--- config.mk ---
export PLATFORM = sky130hd
export DESIGN_NAME = polyphase_halfband_interp
export DESIGN_NICKNAME = d
export VERILOG_FILES = /design/src/rtl/polyphase_halfband_interp.sv
export SDC_FILE = /design/constraint.sdc
export NUM_CORES = 2
export LEC_CHECK = 0
export BUFFER_PORTS_ARGS = -buffer_cell sky130_fd_sc_hd__buf_4
export CORE_UTILIZATION = 51
export DETAILED_ROUTE_END_ITERATION = 10
export PLACE_DENSITY = 0.71
export SLEW_MARGIN = 20
export SYNTH_ARGS = -nofsm -noshare
export SYNTH_HDL_FRONTEND = slang
export SYNTH_SLANG_ARGS = --single-unit
export TNS_END_PERCENT = 100
--- constraint.sdc ---
create_clock -name clk -period 21.9 [get_ports clk]
set_input_delay 2.19 -clock clk [delete_from_list [all_inputs] [get_ports clk]]
set_output_delay 2.19 -clock clk [all_outputs]
set_load 0.005 [all_outputs]
--- src/rtl/polyphase_halfband_interp.sv ---
// Two-phase half-band interpolator (x2) with one serial multiplier and valid/ready on both ports.
// Optional macro POLYPHASE_INTERP_SAT_EN: saturate the odd-phase sample instead of wrapping it.
module polyphase_halfband_interp #(
  parameter int SAMPLE_WIDTH = 16,
  parameter int COEF_WIDTH   = 16,
  parameter int K            = 8,
  parameter logic [K*COEF_WIDTH-1:0] COEFFS = {-16'sd59, 16'sd196, -16'sd471, 16'sd958,
                                               -16'sd1815, 16'sd3338, -16'sd6424, 16'sd20661}
) (
  input  logic                    clk,
  input  logic                    reset_n,
  input  logic                    valid_in,
  output logic                    ready_in,
  input  logic [SAMPLE_WIDTH-1:0] data_in,
  output logic                    valid_out,
  input  logic                    ready_out,
  output logic [SAMPLE_WIDTH-1:0] data_out,
  output logic                    phase_out
);

  localparam int PRE_W  = SAMPLE_WIDTH + 1;
  localparam int PROD_W = SAMPLE_WIDTH + COEF_WIDTH + 1;
  localparam int ACC_W  = PROD_W + $clog2(K);
  localparam int TAP_W  = (K > 1) ? $clog2(K) : 1;
  localparam int IDX_W  = $clog2(2 * K);
  localparam logic signed [ACC_W-1:0] ROUND_C = ACC_W'(2 ** (COEF_WIDTH - 2));

  typedef enum logic [2:0] {IDLE, MAC, ROUND, EMIT0, EMIT1} state_t;

  state_t state, state_nxt;

  logic signed [SAMPLE_WIDTH-1:0] dly [2*K];
  logic signed [ACC_W-1:0]        acc;
  logic [TAP_W-1:0]               tap;
  logic signed [SAMPLE_WIDTH-1:0] y1_q;

  logic [IDX_W-1:0]               lo_idx, hi_idx;
  logic signed [SAMPLE_WIDTH-1:0] tap_lo, tap_hi;
  logic signed [PRE_W-1:0]        pre_sum;
  logic signed [COEF_WIDTH-1:0]   coef;
  logic signed [PROD_W-1:0]       prod;
  logic signed [ACC_W-1:0]        rounded, shifted;
  logic signed [SAMPLE_WIDTH-1:0] y1_val;

  // Symmetric pair for tap k: d[K-1-k] and d[K+k], walking outward from the centre.
  assign lo_idx  = IDX_W'(K - 1) - IDX_W'(tap);
  assign hi_idx  = IDX_W'(K) + IDX_W'(tap);
  assign tap_lo  = dly[lo_idx];
  assign tap_hi  = dly[hi_idx];
  assign pre_sum = {tap_lo[SAMPLE_WIDTH-1], tap_lo} + {tap_hi[SAMPLE_WIDTH-1], tap_hi};

  always_comb begin
    coef = '0;
    for (int i = 0; i < K; i++)
      if (tap == TAP_W'(i)) coef = COEFFS[i*COEF_WIDTH +: COEF_WIDTH];
  end

  assign prod    = PROD_W'(pre_sum) * PROD_W'(coef);
  assign rounded = acc + ROUND_C;
  assign shifted = rounded >>> (COEF_WIDTH - 1);

`ifdef POLYPHASE_INTERP_SAT_EN
  localparam logic signed [ACC_W-1:0] SAT_MAX = ACC_W'(2 ** (SAMPLE_WIDTH - 1) - 1);
  localparam logic signed [ACC_W-1:0] SAT_MIN = -SAT_MAX - ACC_W'(1);

  always_comb begin
    y1_val = SAMPLE_WIDTH'(shifted);
    if (shifted > SAT_MAX)      y1_val = {1'b0, {(SAMPLE_WIDTH-1){1'b1}}};
    else if (shifted < SAT_MIN) y1_val = {1'b1, {(SAMPLE_WIDTH-1){1'b0}}};
  end
`else
  assign y1_val = SAMPLE_WIDTH'(shifted);
`endif

  always_ff @(posedge clk or negedge reset_n) begin
    if (!reset_n) state <= IDLE;
    else          state <= state_nxt;
  end

  always_comb begin
    state_nxt = state;
    ready_in  = 1'b0;
    valid_out = 1'b0;
    case (state)
      IDLE: begin
        ready_in = 1'b1;
        if (valid_in) state_nxt = MAC;
      end
      MAC:   if (tap == TAP_W'(K - 1)) state_nxt = ROUND;
      ROUND: state_nxt = EMIT0;
      EMIT0: begin
        valid_out = 1'b1;
        if (ready_out) state_nxt = EMIT1;
      end
      EMIT1: begin
        valid_out = 1'b1;
        if (ready_out) state_nxt = IDLE;
      end
      default: state_nxt = IDLE;
    endcase
  end

  always_ff @(posedge clk or negedge reset_n) begin
    if (!reset_n) begin
      for (int i = 0; i < 2 * K; i++) dly[i] <= '0;
      acc       <= '0;
      tap       <= '0;
      y1_q      <= '0;
      data_out  <= '0;
      phase_out <= 1'b0;
    end else begin
      case (state)
        IDLE: if (valid_in) begin
          dly[0] <= data_in;
          for (int i = 1; i < 2 * K; i++) dly[i] <= dly[i-1];
          acc <= '0;
          tap <= '0;
        end
        MAC: begin
          acc <= acc + ACC_W'(prod);
          tap <= tap + TAP_W'(1);
        end
        ROUND: begin
          y1_q      <= y1_val;
          data_out  <= dly[K];
          phase_out <= 1'b0;
        end
        EMIT0: if (ready_out) begin
          data_out  <= y1_q;
          phase_out <= 1'b1;
        end
        default: ;
      endcase
    end
  end

endmodule

==> results.sh <==
export IMPL_grt_max_degree=149
export IMPL_crit_family="adder cells"
export IMPL_cts_made_buffers=36
export IMPL_final_cells=3101
export IMPL_fin_worst_skew_ps=21.1
export IMPL_drc=0
export IMPL_yosysWarnings=0
export IMPL_cts_hold_buf=0
export IMPL_rsz0062_at_grt="false"
export IMPL_cp_end_kind="register"
export IMPL_postSynthRegisterBits=326
export IMPL_drv_cap=0
export IMPL_syn_nets=2827
export IMPL_synth_edf_count=0
export IMPL_reg2reg_to="acc[30]"
export IMPL_gp_congestion=0.999
export IMPL_outcome="finished clean"
export IMPL_final_antenna_net_count=0
export IMPL_max_slew_margin_pct=22.7
export IMPL_die_w_um=229
export IMPL_multi_input_area_um2=16300
export IMPL_synth_most_common_cell="inv_1"
export IMPL_io_pins=39
export IMPL_yosys_area_top_type="dfrtp_1"
export IMPL_die_y_um=229
export IMPL_tritoncts="built"
export IMPL_fp_row_count=82
export IMPL_finalHoldViolations=0
export IMPL_core_um2=50500
export IMPL_initial_utilization_pct=52.1
export IMPL_final_max_slew_viol_count=0
export IMPL_worstSetupPathType="register to register"
export IMPL_path_max_fanout=42
export IMPL_timing_fmax_mhz=92.2
export IMPL_drive_gt1_share_pct=20.3
export IMPL_crit_required_ps=22340
export IMPL_cpMaxStageDelayCell="xor2_1"
export IMPL_worst_slew_pin_slew_ps=1150
export IMPL_synthTopCellsByArea="dfrtp_1 (31%), fa_1 (22%), mux2_2 (11%)"
export IMPL_synthCells=2397
export IMPL_synthTopCellsByCount="inv_1 (387), dfrtp_1 (326), fa_1 (287), nand2_1 (286), mux2_2 (258)"
export IMPL_worst_hold_path_endpoint="data_out[10]"
export IMPL_cts_resized=0
export IMPL_fp_dieArea_um2=52500
export IMPL_cpMostUsedCell="fa_1"
export IMPL_post_drt_wl_per_cell_um=20.8
export IMPL_port_buffers=38
export IMPL_clockBufferDepth=3
export IMPL_fin_crit_sh_pct=49.5
export IMPL_async_reset_ff_share_pct=100
export IMPL_worstHoldStart="data_out[10]"
export IMPL_ff_latch_area_um2=8170
export IMPL_antenna_found_initial=0
export IMPL_syn_avg_cell_area_um2=11.0
export IMPL_grt_pass1_wl_mm=104
export IMPL_seq_area_frac_synth_pct=31.0
export IMPL_synthToLayoutAreaGrowth_pct=8.55
export IMPL_clk_pin_slew_ps=60
export IMPL_rr_worst_depth=35
export IMPL_first_pass_iters=6
export IMPL_critPathLaunch="tap[1]"
export IMPL_setup_tns_ps=0
export IMPL_clk_latency_ps=540
export IMPL_h_tree_depth=2
export IMPL_cp_arrival_ps=11290
export IMPL_path_buf_inv=7
export IMPL_cts_setup_buffers=0
export IMPL_fin_nets=2834
export IMPL_first_iter_violations=1298
export IMPL_grt_remaining_overflow=0
export IMPL_max_stage_delay_ps=840
export IMPL_hold_path_depth=2
export IMPL_grt_usage_pct=25.6
export IMPL_cts_root_buffer="clkbuf_16"
export IMPL_grt_pass1_vias=18400
export IMPL_synth_ff_type="dfrtp_1"
export IMPL_min_path_type="register to register"
export IMPL_antenna_cells=0
export IMPL_synth_top_area_share_pct=31.0
export IMPL_finalSetupViolations=0
export IMPL_placed_cells=3037
export IMPL_start_kind="register"
export IMPL_clock_sinks=326
export IMPL_period_minus_slack_ps=10850
export IMPL_reg2reg_from="tap[1]"
export IMPL_vias_per_cell=5.62
export IMPL_routed_wl_mm=64.4
export IMPL_whs_ps=486
export IMPL_fillers=4218
export IMPL_synth_cell_types=74
export IMPL_syn_area_um2=26300
export IMPL_dp_hpwl_mm=47.9
export IMPL_r2r_slack_ps=11050
export IMPL_vias=17400
==> cells by family (layout without fill, tap and decap cells) <==
family | Yosys count | in the layout | share of synthesized area [%]
compound gates | 207 | 207 | 5.35
xor+xnor | 85 | 85 | 3.01
fa+ha+maj | 410 | 410 | 27.7
buf+inv | 493 | 525 | 7.15
flops | 326 | 326 | 31.0
mux | 339 | 339 | 17.2
simple gates | 537 | 537 | 8.56
==> placed cells by master, fill, tap and decap left out, types with 17 or more instances in the layout <==
master / n
dfrtp_1: 323
buf_4: 70
xor2_1: 32
xnor2_1: 46
nand2_1: 286
a21oi_1: 47
fa_1: 287
a21o_1: 27
clkbuf_16: 38
nor2_1: 159
o21ai_0: 42
mux2_2: 258
mux2i_1: 17
ha_1: 123
inv_1: 387
mux4_2: 64
o22ai_1: 23
nand2b_1: 18
==> through the flow <==
step                util, %  setup WS, ps  area (µm²)
finish                 56.5         11050       28500
global route           56.5         10630       28500
CTS                    56.5         11240       28500
detailed placement     54.1         11270       27300
global placement       54.1         11450       27300
floorplan                 -         12420       26300
==> area by class of cell <==
type / instances / area share [%]
Clock buffer: 54 / 3.86
Multi-Input combinational cell: 1578 / 57.1
Tap cell: 672 / 2.95
Timing Repair Buffer: 73 / 2.03
Sequential cell: 326 / 28.6
Inverter: 389 / 5.12
Clock inverter: 9 / 0.333
==> worst max path at each step <==
stage,cells past startpoint,slack (ps),to
after global placement,32,11450,acc[30]
after detailed placement,32,11270,acc[30]
after CTS,32,11240,acc[30]
after global routing,32,10630,acc[30]
after floorplan,35,12420,acc[30]
final,35,11050,acc[30]
==> sequential cells by signal, indices dropped and copies added, names as in the netlist <==
| register | count |
|---|---|
| acc | 31 |
| data_out | 16 |
| dly | 256 |
| phase_out | 1 |
| state | 3 |
| tap | 3 |
| y1_q | 16 |
==> tightest hold or removal path: cells and delay by family (launching register included) <==
kind,cells,cell delay (ps)
DFF,1,340
and+or+nand+nor,1,50
AOI/OAI and AO/OA,1,60
==> routing by layer <==
layer / part of all wire (%) / track usage, % / vias to the layer above
li1: - / - / 7740
met1: 41 / 35.6 / 8994
met2: 48 / 41.1 / 542
met3: 7.2 / 4.35 / 154
met4: 3.7 / 8.44 / 0
met5: 0 / 0 / -
Power is left out: the tool's default activity adds up to more than one toggle a clock period on the data nets, which glitch-free logic cannot reach.
